**src/rtl/hammer_test_pkg.sv**
```systemverilog
// Shared types and address helpers for the row-hammer test engine.
package hammer_test_pkg;

  typedef enum logic [2:0] {
    IDLE   = 3'd0,
    INIT   = 3'd1,
    HAMMER = 3'd2,
    READ   = 3'd3,
    TALLY  = 3'd4,
    DONE   = 3'd5
  } state_t;

  typedef enum logic [1:0] {
    SINGLE = 2'd0,
    DOUBLE = 2'd1,
    MANY   = 2'd2,
    RSVD   = 2'd3
  } mode_t;

  // Width of one tally lane for a given word width and lane count.
  function automatic int unsigned lane_width(int unsigned word_w, int unsigned lanes);
    return word_w / lanes;
  endfunction

  function automatic logic [63:0] field_mask(int unsigned pos, int unsigned width);
    logic [63:0] m;
    m = (width >= 64) ? '1 : ((64'd1 << width) - 64'd1);
    return m << pos;
  endfunction

  function automatic logic [63:0] get_field(logic [63:0] v, int unsigned pos, int unsigned width);
    return (v & field_mask(pos, width)) >> pos;
  endfunction

  // Replace a field of base with val (val truncated to the field width).
  function automatic logic [63:0] set_field(logic [63:0] base, logic [63:0] val,
                                            int unsigned pos, int unsigned width);
    logic [63:0] m;
    m = field_mask(pos, width);
    return (base & ~m) | ((val << pos) & m);
  endfunction

  // Signed row offset of aggressor idx: SINGLE +1; DOUBLE -1,+1; MANY -1,+1,-3,+3,...
  function automatic int row_offset(mode_t m, int unsigned idx);
    int mag;
    case (m)
      MANY:    mag = 2 * int'(idx / 2) + 1;
      default: mag = 1;
    endcase
    if (m == SINGLE) return 1;
    return idx[0] ? mag : -mag;
  endfunction

endpackage

```
**src/rtl/hammer_aggr_seq.sv**
```systemverilog
// Aggressor address sequencer: walks the mode's row-offset table around the victim row.
module hammer_aggr_seq
  import hammer_test_pkg::*;
#(
  parameter int unsigned ADDR_WIDTH = 64,
  parameter int unsigned ROW_WIDTH  = 12,
  parameter int unsigned ROW_POS    = 10,
  parameter int unsigned NUM_AGGR   = 4
) (
  input  logic                  clk,
  input  logic                  reset_n,
  input  logic                  i_clear,
  input  logic                  i_step,
  input  mode_t                 i_mode,
  input  logic [ADDR_WIDTH-1:0] i_victim,
  output logic [ADDR_WIDTH-1:0] o_aggr_addr
);

  localparam int unsigned IW = $clog2(NUM_AGGR);

  logic [IW-1:0]      r_idx;
  logic [31:0]        w_len;
  logic [63:0]        w_victim;
  logic [63:0]        w_row;
  logic signed [63:0] w_off;

  // Sequence length for the current mode.
  always_comb begin
    case (i_mode)
      SINGLE:  w_len = 32'd1;
      MANY:    w_len = 32'(NUM_AGGR);
      default: w_len = 32'd2;
    endcase
  end

  // Step through the table, wrapping back to the first entry.
  always_ff @(posedge clk or negedge reset_n) begin
    if (!reset_n)     r_idx <= '0;
    else if (i_clear) r_idx <= '0;
    else if (i_step)  r_idx <= (32'(r_idx) + 32'd1 >= w_len) ? '0 : r_idx + 1'b1;
  end

  // Row field arithmetic wraps modulo 2^ROW_WIDTH; other address fields pass through.
  always_comb begin
    w_victim    = 64'(i_victim);
    w_off       = row_offset(i_mode, 32'(r_idx));
    w_row       = get_field(w_victim, ROW_POS, ROW_WIDTH) + w_off;
    o_aggr_addr = ADDR_WIDTH'(set_field(w_victim, w_row, ROW_POS, ROW_WIDTH));
  end

endmodule

```
**src/rtl/hammer_test_engine.sv**
```systemverilog
// Row-hammer test engine: fill victim row, hammer aggressors, read back, tally flipped bits.
// Optional macro HAMMER_FIRST_FLIP_LOG_EN adds first-flip address/mask capture outputs.
module hammer_test_engine
  import hammer_test_pkg::*;
#(
  parameter int unsigned ADDR_WIDTH = 64,
  parameter int unsigned WORD_WIDTH = 64,
  parameter int unsigned ROW_WIDTH  = 12,
  parameter int unsigned ROW_POS    = 10,
  parameter int unsigned COL_WIDTH  = 10,
  parameter int unsigned COL_POS    = 0,
  parameter int unsigned NUM_AGGR   = 4,
  parameter int unsigned POP_LANES  = 4
) (
  input  logic                  clk,
  input  logic                  reset_n,
  input  logic                  start,
  input  logic                  abort,
  input  logic [1:0]            mode,
  input  logic [WORD_WIDTH-1:0] pattern,
  input  logic [ADDR_WIDTH-1:0] address,
  input  logic [31:0]           count,
  output logic                  mem_req,
  input  logic                  mem_ack,
  output logic                  mem_write,
  output logic [ADDR_WIDTH-1:0] mem_addr,
  output logic [WORD_WIDTH-1:0] mem_wdata,
  input  logic [WORD_WIDTH-1:0] mem_rdata,
  output logic                  busy,
  output logic                  done,
  output logic [2:0]            state,
  output logic [63:0]           bit_flip_count,
  output logic [COL_WIDTH:0]    flip_word_cnt
`ifdef HAMMER_FIRST_FLIP_LOG_EN
  ,
  output logic                  first_flip_vld,
  output logic [ADDR_WIDTH-1:0] first_flip_addr,
  output logic [WORD_WIDTH-1:0] first_flip_mask
`endif
);

  localparam int unsigned LANE_W = lane_width(WORD_WIDTH, POP_LANES);
  localparam int unsigned LIW    = (POP_LANES > 1) ? $clog2(POP_LANES) : 1;

  state_t                r_state;
  mode_t                 r_mode;
  logic [WORD_WIDTH-1:0] r_pattern, r_rdata;
  logic [ADDR_WIDTH-1:0] r_victim, r_maddr;
  logic [31:0]           r_count, r_hcnt;
  logic [COL_WIDTH-1:0]  r_col;
  logic [LIW-1:0]        r_lane;
  logic                  r_req, r_write, r_word_flip, r_abort_pend;
  logic [63:0]           r_bfc;
  logic [COL_WIDTH:0]    r_fwc;

  logic                  w_idle, w_go, w_proceed, w_ack, w_last_col, w_last_lane;
  logic [ADDR_WIDTH-1:0] w_aggr_addr, w_col_addr;
  logic [WORD_WIDTH-1:0] w_xor;
  logic [LANE_W-1:0]     w_lane_bits;
  logic [31:0]           w_pop;
  logic [64:0]           w_sum;

  assign w_idle      = (r_state == IDLE) || (r_state == DONE);
  assign w_go        = w_idle && start && !abort;
  assign w_proceed   = !abort && !r_abort_pend;
  assign w_ack       = r_req && mem_ack;
  assign w_last_col  = (r_col == '1);
  assign w_last_lane = (32'(r_lane) == POP_LANES - 1);
  assign w_col_addr  = ADDR_WIDTH'(set_field(64'(r_victim), 64'(r_col), COL_POS, COL_WIDTH));
  assign w_xor       = r_pattern ^ r_rdata;

  hammer_aggr_seq #(
    .ADDR_WIDTH (ADDR_WIDTH),
    .ROW_WIDTH  (ROW_WIDTH),
    .ROW_POS    (ROW_POS),
    .NUM_AGGR   (NUM_AGGR)
  ) u_seq (
    .clk         (clk),
    .reset_n     (reset_n),
    .i_clear     (w_go),
    .i_step      (w_ack && w_proceed && (r_state == HAMMER)),
    .i_mode      (r_mode),
    .i_victim    (r_victim),
    .o_aggr_addr (w_aggr_addr)
  );

  // Popcount of the current tally lane and the saturating running sum.
  always_comb begin
    w_lane_bits = LANE_W'(w_xor >> (32'(r_lane) * LANE_W));
    w_pop       = '0;
    for (int unsigned i = 0; i < LANE_W; i++) w_pop = w_pop + 32'(w_lane_bits[i]);
    w_sum = {1'b0, r_bfc} + 65'(w_pop);
  end

  // Main control: start/abort, request issue, ack handling and lane-by-lane tally.
  always_ff @(posedge clk or negedge reset_n) begin
    if (!reset_n) begin
      r_state      <= IDLE;
      r_mode       <= SINGLE;
      r_pattern    <= '0;
      r_rdata      <= '0;
      r_victim     <= '0;
      r_maddr      <= '0;
      r_count      <= '0;
      r_hcnt       <= '0;
      r_col        <= '0;
      r_lane       <= '0;
      r_req        <= 1'b0;
      r_write      <= 1'b0;
      r_word_flip  <= 1'b0;
      r_abort_pend <= 1'b0;
      r_bfc        <= '0;
      r_fwc        <= '0;
    end else if (w_idle) begin
      if (abort) begin
        r_state <= IDLE;
      end else if (start) begin
        r_mode    <= mode_t'(mode);
        r_pattern <= pattern;
        r_victim  <= address;
        r_count   <= count;
        r_col     <= '0;
        r_hcnt    <= '0;
        r_bfc     <= '0;
        r_fwc     <= '0;
        r_state   <= INIT;
      end
    end else if (!w_proceed) begin
      // An outstanding request must still see its ack before the engine can leave.
      if (!r_req || mem_ack) begin
        r_req        <= 1'b0;
        r_abort_pend <= 1'b0;
        r_state      <= IDLE;
      end else begin
        r_abort_pend <= 1'b1;
      end
    end else if (r_state == TALLY) begin
      r_bfc  <= w_sum[64] ? '1 : w_sum[63:0];
      r_lane <= r_lane + 1'b1;
      if (w_pop != '0) r_word_flip <= 1'b1;
      if (w_last_lane) begin
        if (r_word_flip || (w_pop != '0)) r_fwc <= r_fwc + 1'b1;
        r_col   <= r_col + 1'b1;
        r_state <= w_last_col ? DONE : READ;
      end
    end else if (!r_req) begin
      r_req   <= 1'b1;
      r_write <= (r_state == INIT);
      r_maddr <= (r_state == HAMMER) ? w_aggr_addr : w_col_addr;
    end else if (mem_ack) begin
      r_req <= 1'b0;
      case (r_state)
        INIT: begin
          r_col <= r_col + 1'b1;
          if (w_last_col) r_state <= (r_count == '0) ? READ : HAMMER;
        end
        HAMMER: begin
          r_hcnt <= r_hcnt + 32'd1;
          if (r_hcnt == r_count - 32'd1) r_state <= READ;
        end
        READ: begin
          r_rdata     <= mem_rdata;
          r_lane      <= '0;
          r_word_flip <= 1'b0;
          r_state     <= TALLY;
        end
        default: ;
      endcase
    end
  end

`ifdef HAMMER_FIRST_FLIP_LOG_EN
  logic                  r_ff_vld;
  logic [ADDR_WIDTH-1:0] r_ff_addr;
  logic [WORD_WIDTH-1:0] r_ff_mask;
  logic                  w_read_ack;

  assign w_read_ack = w_ack && w_proceed && (r_state == READ);

  // Capture the first victim word that reads back with any flipped bit.
  always_ff @(posedge clk or negedge reset_n) begin
    if (!reset_n) begin
      r_ff_vld  <= 1'b0;
      r_ff_addr <= '0;
      r_ff_mask <= '0;
    end else if (w_go) begin
      r_ff_vld  <= 1'b0;
      r_ff_addr <= '0;
      r_ff_mask <= '0;
    end else if (w_read_ack && !r_ff_vld && ((mem_rdata ^ r_pattern) != '0)) begin
      r_ff_vld  <= 1'b1;
      r_ff_addr <= r_maddr;
      r_ff_mask <= mem_rdata ^ r_pattern;
    end
  end

  assign first_flip_vld  = r_ff_vld;
  assign first_flip_addr = r_ff_addr;
  assign first_flip_mask = r_ff_mask;
`else
  // First-flip capture not built.
`endif

  assign mem_req        = r_req;
  assign mem_write      = r_write;
  assign mem_addr       = r_maddr;
  assign mem_wdata      = r_pattern;
  assign busy           = !w_idle;
  assign done           = (r_state == DONE);
  assign state          = r_state;
  assign bit_flip_count = r_bfc;
  assign flip_word_cnt  = r_fwc;

endmodule

```
**config.mk**
```make
export PLATFORM = sky130hd
export DESIGN_NAME = hammer_test_engine
export DESIGN_NICKNAME = d
export VERILOG_FILES = /design/src/rtl/hammer_test_pkg.sv /design/src/rtl/hammer_aggr_seq.sv /design/src/rtl/hammer_test_engine.sv
export SDC_FILE = /design/constraint.sdc
export NUM_CORES = 1
export LEC_CHECK = 0
export CORE_MARGIN = 2
export CORE_UTILIZATION = 52
export CTS_BUF_LIST = sky130_fd_sc_hd__clkbuf_16
export CTS_CLUSTER_DIAMETER = 30
export CTS_CLUSTER_SIZE = 28
export DETAILED_ROUTE_END_ITERATION = 10
export PLACE_DENSITY = 0.81
export SLEW_MARGIN = 20
export SYNTH_ARGS = -nofsm -noshare
export SYNTH_HDL_FRONTEND = slang
export SYNTH_SLANG_ARGS = --single-unit
export TNS_END_PERCENT = 5
```
**constraint.sdc**
```tcl
create_clock -name clk -period 9.1 [get_ports clk]
set_input_delay 0.91 -clock clk [delete_from_list [all_inputs] [get_ports clk]]
set_output_delay 0.91 -clock clk [all_outputs]
set_load 0.02 [all_outputs]
```
==> impl_metrics.yaml, run 1 <==
status:
  outcome: "finished, final reports clean"
yosys:
  synth-warning-count: 0
  asyncSetResetFlopFracSynth_pct: 100
  flop_and_latch_count_out_of_synthesis: 418
  seq_area_frac_synth_pct: 49.8
  top_cell_type_by_total_area_after_synthesis: "dfrtp_1"
  post_synth_instance_area_mm2: 0.0210
  synth_enable_flop_cells: 0
  synth.distinct_cells: 64
  synthFlopType: "dfrtp_1"
  synth.top_cells.by_area: "dfrtp_1 50%, mux2_2 14%, o21ai_0 3.7%, xor2_1 3.7%, nand2_1 2.6%"
  synthesis.instances: 1904
  synth_largest_type_area_fraction_pct: 49.8
  syn_nets: 2178
  syn-mean-instance-area_um2: 11.0
power:
  power.density_cell_area_mw_per_mm2: 475
  vdd.ir_drop.worst_uv: 1680
  seq_power_share_pct: 22.8
  pwr-share-clk_pct: 25.5
  cellInternalPower_mw: 8.35
  comb_pwr_share_pct: 51.7
  p_sw_share_pct: 40.1
  p_leak_nw: 12.6
  net-switching-power_mw: 5.59
detailed_routing:
  route.vias.total: 17100
  route.final.wire_length_um: 63700
  first_pass_drt_iterations: 5
  remaining_drc_errors: 0
  detail_route.wl_per_cell_um: 21.4
  detail-route-antenna-nets: 0
  detailedRoute.firstIterationViolations: 1286
  avgViaCountPerCell: 5.74
clock_network:
  clock_sink_count: 418
  clock_edge_transition_at_the_registers_on_the_reported_setup_and_hold_paths_ns: 0.05
  clk-insertion-delay-late_ns: 0.64
  tritoncts.num_buffers: 98
  cts_max_path_buffers: 3
  clock-root-buffer: "clkbuf_16"
  cts_setup_buffers: 0
  cts_tree: "yes"
  hold_buffers: 0
  cts_resized: 0
  cts-htree-levels: 3
finish:
  areaGrowthSynthToFinish_pct: 39.5
  post_route_cells_drive_above_1_share_pct: 19.2
  total_nets_final: 2644
  final_common_cell: "clkdlybuf4s50_1"
  layout.cells.most_common_list: "439 x clkdlybuf4s50_1, 417 x dfrtp_1, 262 x mux2_2"
global_routing:
  number_of_global_route_vias_before_repair: 18300
  grt_usage_pct: 30.5
  grt_start_max_net_pins: 197
  grt_overflow_total: 0
  global_route_wire_length_before_repair_um: 99800
  grt_antenna_before_repair: 10
critical_path:
  crit_path_kind: "reg2reg"
  worst_path_dominant_cell_family: "adder cells"
  critPathRequiredTime_ns: 9.63
  reg2reg_depth: 21
  slowest_delay_ns: 0.75
  worst-path-stages: 21
  worst-path-buf-inv: 3
  critical_path.max_fanout: 18
  cp_data_arrival_time_ns: 7.96
  timing.critical_path.mode_cell: "fa_1"
  setup.worst_path.end_class: "flip-flop"
  r2r_slack_ns: 1.66
  critPathLaunchType: "flip-flop"
  worstReg2RegStart: "r_lane[0]$_DFFE_PN0P_"
  reg2reg_to: "bit_flip_count[38]$_DFFE_PN0P_"
  critPathCapture: "bit_flip_count[38]$_DFFE_PN0P_"
  cp_cell_sequence: "mux4_2 > fa_1 > inv_1 > fa_1 > fa_1 > inv_1 > fa_1 > inv_1 > ha_1 > fa_1 > xor2_1 > ha_1 > a21o_1 > a21oi_1 > o21bai_1 > nand4_1 > nor2_1 > nand2_1 > nor3_1 > a31oi_1 > o21ai_0"
  critical_path.slowest_cell: "dfrtp_2"
  worstSetupStartpoint: "r_lane[0]$_DFFE_PN0P_"
placed_design:
  place.detailed.hpwl_um: 42700
  port_buffers: 440
  replace_congestion: 0.857
  dpl_worst_slack_ns: 1.39
timing:
  timing.final.hold_violations: 0
  clock_skew_ns: 0.0254
  rsz0062_at_grt: "false"
  finalWorstPathRequiredPeriod_ns: 7.44
  final_critical_path_setup_slack_ns: 1.66
  final-max-slew-violation-count: 0
  clock.fmax_mhz: 134
  fin_crit_sh_pct: 81.7
  worst-slew-pin-transition_ns: 1.21
  final.setup.tns_ns: 0
  slew_headroom_pct: 19.2
  finalSetupViolCount: 0
hold_path:
  hold_class: "in2async"
job:
  maxCapViolations: 0
floorplan:
  core.rowCount: 73
  fp.dieArea_mm2: 0.0420
  core_area_mm2: 0.0398
  die_h_um: 205
  initial_utilization_pct: 52.8
  boundaryPins: 441
  dieWidth_um: 205
metal layers:
metal / GRT usage [%] / vias to the layer above / part of all wire (%)
met5: 0 / - / 0.068
met4: 13.9 / 6 / 3.9
met3: 9.90 / 155 / 8.0
met2: 50.7 / 647 / 50
met1: 35.9 / 8543 / 38
li1: - / 7768 / -
cell families after synthesis:
kind of cell	Yosys count	share of synthesized area, %
DFF	418	49.8
and+or+nand+nor	497	11.8
muxes	302	17.0
xor gates and xnor gates	149	6.21
buffers and inverters	145	2.60
adders and majority gates	43	2.99
AOI/OAI and AO/OA	350	9.72
synth_stat cells (6+ instances only):
cell type	count
nor4_1	10
or4_1	8
a21oi_1	81
nor2_1	112
nand2b_1	11
a211oi_1	6
dfrtp_1	418
and2_1	10
o22ai_1	6
a31oi_1	29
o31ai_1	8
buf_1	11
or3_1	18
a22o_1	14
nor3_1	33
o21ai_0	156
nand4_1	27
or2_2	9
fa_1	12
xor2_1	89
nand3_1	44
nand2_1	145
ha_1	31
and4_1	8
clkbuf_1	73
nor2b_1	10
xnor2_1	60
and3_1	34
mux4_2	17
mux2i_1	23
inv_1	59
a21o_1	16
mux2_2	262
worst register-to-register path: cells and delay by family, from the launching register on:
kind	cells	cell delay (ns)
muxes	1	0.62
adders and majority gates	7	3.10
buffers and inverters	3	0.15
AOI/OAI and AO/OA	5	0.93
and+or+nand+nor	4	1.61
xor gates and xnor gates	1	0.17
DFF	1	0.75
state kept, by name (all words and copies together), names as in the netlist:
register        cells
r_rdata            64
mem_write           1
r_col              10
r_word_flip         1
r_hcnt             32
bit_flip_count     64
r_abort_pend        1
mem_addr           64
r_count            32
flip_word_cnt      11
r_mode              2
r_victim           64
r_lane              2
u_seq.r_idx         2
state               3
mem_req             1
mem_wdata          64
power by group through the flow:
stage / clock (mW) / sequential, mW / combinational (mW)
6_report: 3.55 / 3.18 / 7.21
5_1_grt: 3.69 / 3.26 / 7.84
4_1_cts: 3.58 / 3.17 / 7.25
3_5_place_dp: 0 / 3.16 / 7.13
3_3_place_gp: 0 / 3.11 / 6.87
2_1_floorplan: 0 / 3.33 / 4.82
how the worst min path moves through the flow:
stage,startpoint,end,slack [ns],cells past startpoint
after CTS,reset_n,r_victim[46]$_DFFE_PN0P_,0.39,1
final,reset_n,r_victim[46]$_DFFE_PN0P_,0.36,1
after global placement,mem_addr[8]$_DFFE_PN0P_,mem_addr[8]$_DFFE_PN0P_,0.46,2
after global routing,reset_n,r_victim[28]$_DFFE_PN0P_,0.43,1
after detailed placement,mem_addr[8]$_DFFE_PN0P_,mem_addr[8]$_DFFE_PN0P_,0.47,2
after floorplan,r_victim[22]$_DFFE_PN0P_,mem_addr[22]$_DFFE_PN0P_,0.48,1
area by class of cell:
cell class	instances	area, um2
antenna	8	20.0
sequential	418	10500
timing repair buffer	452	4530
multi-input combinational	1341	10100
clock buffer	99	2480
inverter	59	221
clock inverter	80	896
tap	525	657
fill	2589	10500
through the flow:
stage                     hold slack (ns)  utilization [%]  area [um2]  instances  power [mW]
after floorplan                     0.477                -       21000       1904        8.15
after global placement              0.464             65.1       25900       2795        9.98
after detailed placement            0.471             65.1       25900       2795        10.3
after CTS                           0.385             73.6       29300       2974        14.0
after global routing                0.426             73.6       29300       2982        14.8
final                               0.364             73.6       29300       2982        13.9
Power figures use the tool's default switching activity.
==> run 2, diff against run 1 <==
clock period = 7.1 ns   (was 9.1 ns; I/O delays follow)
==> run 2 against run 1 <==
  * Die area stayed put
  * Count of clock-buffer cells in the layout decreased by 4
  * First-iteration DRC count grew 7.2%
  * Flip-flop and latch count did not move
  * Sequential share of layout area is 0.21 points lower
  * Sequential power is 28% higher
  * Global-route usage is 1.6 points higher
  * Critical path depth unchanged
  * Wire length increased by 6.4%
  * Critical path type unchanged
  * Largest power group unchanged
==> impl_metrics.yaml, run 2 (same netlist as run 1, synthesis figures left out) <==
status:
  outcome: "finished, final reports clean"
timing:
  finalWorstPathRequiredPeriod_ns: 6.82
  final-max-slew-violation-count: 0
  fin_crit_sh_pct: 96.0
  clock_skew_ns: 0.0298
  final_critical_path_setup_slack_ns: 0.285
  slew_headroom_pct: 22.8
  hold_slack_ns: 0.112
  timing.final.hold_violations: 0
  worst-slew-pin-transition_ns: 1.16
  clock.fmax_mhz: 147
  finalSetupViolCount: 0
critical_path:
  cp_data_arrival_time_ns: 7.35
  worstReg2RegStart: "r_lane[0]$_DFFE_PN0P_"
  critical_path.slowest_cell: "or3_1"
  setup.worst_path.end_class: "flip-flop"
  worstSetupStartpoint: "r_lane[0]$_DFFE_PN0P_"
  timing.critical_path.mode_cell: "fa_1"
  critPathLaunchType: "flip-flop"
  slowest_delay_ns: 0.64
  critPathCapture: "bit_flip_count[37]$_DFFE_PN0P_"
  reg2reg_to: "bit_flip_count[37]$_DFFE_PN0P_"
  worst-path-stages: 21
  reg2reg_depth: 21
  worst_path_dominant_cell_family: "adder cells"
  worst-path-buf-inv: 4
  cp_cell_sequence: "buf_12 > mux4_2 > fa_1 > inv_1 > fa_1 > fa_1 > inv_1 > fa_1 > inv_1 > ha_1 > fa_1 > xor2_1 > ha_1 > a21o_1 > a21oi_1 > o21bai_2 > nor4bb_1 > nand4_1 > or3_1 > o21ai_0 > a22o_1"
  crit_path_kind: "reg2reg"
  r2r_slack_ns: 0.28
  critPathRequiredTime_ns: 7.64
  critical_path.max_fanout: 17
clock_network:
  clock_edge_transition_at_the_registers_on_the_reported_setup_and_hold_paths_ns: 0.05
  cts_tree: "yes"
  clk-insertion-delay-late_ns: 0.63
  cts_setup_buffers: 0
  hold_buffers: 0
  clock_sink_count: 418
  tritoncts.num_buffers: 95
  cts_max_path_buffers: 3
  clock-root-buffer: "clkbuf_16"
  cts-htree-levels: 3
detailed_routing:
  first_pass_drt_iterations: 6
  detailedRoute.firstIterationViolations: 1378
  route.final.wire_length_um: 67800
  route.vias.total: 17400
  avgViaCountPerCell: 5.83
  detail-route-antenna-nets: 0
  remaining_drc_errors: 0
  detail_route.wl_per_cell_um: 22.7
hold_path:
  hold_class: "in2async"
global_routing:
  grt_antenna_before_repair: 13
  global_route_wire_length_before_repair_um: 105000
  grt_start_max_net_pins: 201
  grt_overflow_total: 0
  grt_usage_pct: 32.1
  number_of_global_route_vias_before_repair: 18500
floorplan:
  fp.dieArea_mm2: 0.0420
  boundaryPins: 441
  die_h_um: 205
  dieWidth_um: 205
  initial_utilization_pct: 52.8
  core.rowCount: 73
  core_area_mm2: 0.0398
finish:
  areaGrowthSynthToFinish_pct: 40.3
  layout.cells.most_common_list: "439 x clkdlybuf4s50_1, 418 x dfrtp_1, 262 x mux2_2"
  total_nets_final: 2647
  post_route_cells_drive_above_1_share_pct: 19.9
  final_common_cell: "clkdlybuf4s50_1"
power:
  p_leak_nw: 12.6
  post_route_total_power_mw: 17.9
  vdd.ir_drop.worst_uv: 1530
  power.density_cell_area_mw_per_mm2: 607
placed_design:
  dpl_worst_slack_ns: 0.215
  place.detailed.hpwl_um: 42900
  replace_congestion: 0.878
  port_buffers: 440
job:
  maxCapViolations: 0
==> run 2: changes by cell type in the layout (fill, tap and decap cells not counted), sizes merged <==
cell      previous run  this run
buf                 13        19
bufinv              16        22
clkbuf              99        95
clkinv              40        38
clkinvlp            11        13
diode                8        12
inv                 72        69
==> run 2: worst min-delay path by stage <==
stage                            start                             to  slack [ns]  cells past startpoint
2_1_floorplan                  reset_n  bit_flip_count[0]$_DFFE_PN0P_        0.41                      0
3_3_place_gp   mem_addr[9]$_DFFE_PN0P_        mem_addr[9]$_DFFE_PN0P_        0.46                      2
3_5_place_dp   mem_addr[5]$_DFFE_PN0P_        mem_addr[5]$_DFFE_PN0P_        0.47                      2
4_1_cts                        reset_n       mem_addr[43]$_DFFE_PN0P_        0.15                      1
5_1_grt                        reset_n       mem_addr[46]$_DFFE_PN0P_        0.19                      1
6_report                       reset_n       mem_addr[41]$_DFFE_PN0P_        0.11                      1
==> run 2: routing by layer <==
layer / GRT usage, % / vias to the layer above / wire length (um)
met5: 0 / - / 40
met4: 15.7 / 6 / 3090
li1: - / 7777 / -
met3: 9.69 / 187 / 5510
met2: 54.8 / 743 / 34400
met1: 36.6 / 8717 / 24700
==> run 2: metrics by stage <==
step | cell area [um2] | util (%) | std cells | TNS [ns]
finish | 29500 | 74.1 | 2991 | 0
global route | 29500 | 74.1 | 2990 | -0.0130
CTS | 29400 | 73.9 | 2979 | 0
detailed placement | 26000 | 65.2 | 2801 | 0
global placement | 26000 | 65.2 | 2801 | 0
floorplan | 21000 | - | 1904 | 0
==> run 2: what timing repair did <==
item | in CTS | in global routing
endpoints found under the hold margin | 0 | 0
gates resized for setup | 0 | 4
setup endpoints to repair | 0 | 48
==> run 2: area by class of cell <==
cell class,count,area (um2)
repair buffers,458,4590
clock inverters,83,1090
flip-flops and latches,418,10500
inverters,59,221
multi-input cells,1341,10100
diodes,12,30.0
fillers,2524,10300
clock buffers,95,2380
well taps,525,657
==> run 2: power breakdown <==
group / switching [mW] / total, mW / internal [mW]
Clock: 1.51 / 4.76 / 3.25
Sequential: 0.834 / 4.07 / 3.23
Combinational: 4.82 / 9.08 / 4.26
Total: 7.16 / 17.9 / 10.7
==> run 3, diff against run 2 <==
HOLD_SLACK_MARGIN = 0.02   (was not set)
SLEW_MARGIN = 40   (was 20)
==> run 3 against run 2 <==
  * Final area is essentially flat
  * Sequential power about the same
  * Utilization hardly changed
  * Wire length about the same
  * Via count up 0.41%
  * Register-to-register slack better by 0.07 ns
  * Global-route usage is 0.47 points lower
  * Worst setup slack better by 0.071 ns
  * Flip-flop and latch count unchanged
  * First-iteration DRC count shrank 13%
  * Largest cell class unchanged
  * Largest power group unchanged
==> impl_metrics.yaml, run 3 (same netlist as run 1, synthesis figures left out) <==
critical_path:
  cp_data_arrival_time_ns: 7.20
  r2r_slack_ns: 0.36
  cp_cell_sequence: "buf_12 > mux4_2 > fa_1 > inv_1 > fa_1 > fa_1 > inv_1 > fa_1 > inv_1 > ha_1 > fa_1 > xor2_1 > ha_1 > a21o_1 > a21oi_1 > o21bai_2 > nor4bb_1 > nand4_1 > nor2_1 > a31oi_1 > o21ai_0 > o21ai_0"
  setup.worst_path.end_class: "flip-flop"
  worst_path_dominant_cell_family: "adder cells"
  timing.critical_path.mode_cell: "fa_1"
  worst-path-buf-inv: 4
  slowest_delay_ns: 0.59
  critical_path.slowest_cell: "fa_1"
  reg2reg_to: "bit_flip_count[62]$_DFFE_PN0P_"
  critPathRequiredTime_ns: 7.56
  critPathLaunchType: "flip-flop"
  critical_path.max_fanout: 17
  worst-path-stages: 22
  worstReg2RegStart: "r_lane[0]$_DFFE_PN0P_"
  reg2reg_depth: 22
  crit_path_kind: "reg2reg"
detailed_routing:
  detail-route-antenna-nets: 0
  route.final.wire_length_um: 67800
  detail_route.wl_per_cell_um: 22.6
  detailedRoute.firstIterationViolations: 1199
  first_pass_drt_iterations: 7
  avgViaCountPerCell: 5.84
  remaining_drc_errors: 0
  route.vias.total: 17500
timing:
  fin_crit_sh_pct: 95.0
  finalWorstPathRequiredPeriod_ns: 6.74
  final-max-slew-violation-count: 0
  timing.final.hold_violations: 0
  hold_slack_ns: 0.482
  rsz0062_at_grt: "false"
  slew_headroom_pct: 50.1
  final_critical_path_setup_slack_ns: 0.356
  worst-slew-pin-transition_ns: 0.730
  clock_skew_ns: 0.0266
  final.setup.tns_ns: 0
  clock.fmax_mhz: 148
  finalSetupViolCount: 0
power:
  seq_power_share_pct: 23.1
  vdd.ir_drop.worst_uv: 1300
  p_sw_share_pct: 40.1
  cellInternalPower_mw: 10.6
  pwr-share-clk_pct: 25.8
  power.density_cell_area_mw_per_mm2: 598
  net-switching-power_mw: 7.07
  p_leak_nw: 12.7
  comb_pwr_share_pct: 51.1
floorplan:
  core.rowCount: 73
  initial_utilization_pct: 52.8
  fp.dieArea_mm2: 0.0420
  boundaryPins: 441
  core_area_mm2: 0.0398
  die_h_um: 205
  dieWidth_um: 205
hold_path:
  holdCritStartpoint: "mem_addr[8]$_DFFE_PN0P_"
  timing.hold.worst_path_depth: 2
  hold_class: "reg2reg"
  min_to: "mem_addr[8]$_DFFE_PN0P_"
clock_network:
  clk-insertion-delay-late_ns: 0.64
  clock_edge_transition_at_the_registers_on_the_reported_setup_and_hold_paths_ns: 0.04
  clock-root-buffer: "clkbuf_16"
  cts_tree: "yes"
  tritoncts.num_buffers: 95
  cts-htree-levels: 3
  clock_sink_count: 418
  cts_max_path_buffers: 3
global_routing:
  global_route_wire_length_before_repair_um: 103000
  grt_antenna_before_repair: 16
  grt_usage_pct: 31.6
  number_of_global_route_vias_before_repair: 18300
  grt_start_max_net_pins: 157
  grt_overflow_total: 0
finish:
  final_common_cell: "clkdlybuf4s50_1"
  layout.cells.most_common_list: "439 x clkdlybuf4s50_1, 418 x dfrtp_1, 262 x mux2_2"
  areaGrowthSynthToFinish_pct: 40.3
  post_route_cells_drive_above_1_share_pct: 19.6
  layout.cells.non_filler: 2995
  total_nets_final: 2652
  nFillCells: 2556
status:
  outcome: "finished, final reports clean"
job:
  maxCapViolations: 0
placed_design:
  place_inst: 2802
  dpl_worst_slack_ns: 0.240
  port_buffers: 440
  replace_congestion: 0.878
  place.detailed.hpwl_um: 43200
[run 3: changes by cell type in the layout (fill, tap and decap cells not counted), sizes merged]
cell | previous run | this run
diode | 12 | 16
dlygate4sd3 | 0 | 1
buf | 19 | 23
clkinvlp | 13 | 7
inv | 69 | 75
bufinv | 22 | 17
[run 3: layout make-up]
| cell class | instances | area [um2] | area share (%) |
|---|---|---|---|
| clock buffer | 95 | 2380 | 8.06 |
| clock inverter | 78 | 940 | 3.19 |
| multi-input combinational | 1341 | 10100 | 34.2 |
| antenna | 16 | 40.0 | 0.136 |
| timing repair buffer | 463 | 4720 | 16.0 |
| sequential | 418 | 10500 | 35.5 |
| tap | 525 | 657 | 2.23 |
| inverter | 59 | 221 | 0.751 |
[run 3: per-layer routing]
| metal | part of all wire [%] | track usage, % |
|---|---|---|
| met1 | 37 | 36.7 |
| met3 | 7.7 | 9.62 |
| met2 | 50 | 52.7 |
| met4 | 4.5 | 16.8 |
| met5 | 0.060 | 0 |
[run 3: stage by stage]
step                      util [%]  area, um2  power, mW
after floorplan                  -      21000       10.3
after global placement        65.2      26000       12.6
after detailed placement      65.4      26000       12.9
after CTS                     73.7      29300       17.6
after global routing          74.1      29500       18.7
final                         74.1      29500       17.6
[run 3: worst min-delay path: cells and delay by family, from the launching register on]
kind / cells / cell delay, ns
and+or+nand+nor: 1 / 0.05
AOI/OAI and AO/OA: 1 / 0.06
DFF: 1 / 0.33
[run 3: worst max path at each step]
stage,end,slack (ns),start
floorplan,bit_flip_count[47]$_DFFE_PN0P_,0.05,r_lane[0]$_DFFE_PN0P_
global placement,bit_flip_count[12]$_DFFE_PN0P_,0.44,r_lane[0]$_DFFE_PN0P_
detailed placement,bit_flip_count[62]$_DFFE_PN0P_,0.24,r_lane[0]$_DFFE_PN0P_
CTS,bit_flip_count[62]$_DFFE_PN0P_,0.23,r_lane[0]$_DFFE_PN0P_
global route,bit_flip_count[29]$_DFFE_PN0P_,0.03,r_lane[0]$_DFFE_PN0P_
finish,bit_flip_count[62]$_DFFE_PN0P_,0.36,r_lane[0]$_DFFE_PN0P_
[run 3: power by group through the flow]
stage          Clock, mW  Combinational (mW)  Sequential [mW]
3_3_place_gp           0                8.61             3.94
6_report            4.54                9.01             4.08
2_1_floorplan          0                6.03             4.25
5_1_grt             4.70                9.81             4.17
3_5_place_dp           0                8.87             4.00
4_1_cts             4.56                9.05             4.04
[run 3: repair_timing]
item,4_1_cts,5_1_grt
hold buffers,0,1
buffers inserted,0,0
resized for setup,0,2
endpoints found under the setup margin,0,32
hold endpoints to repair,0,36
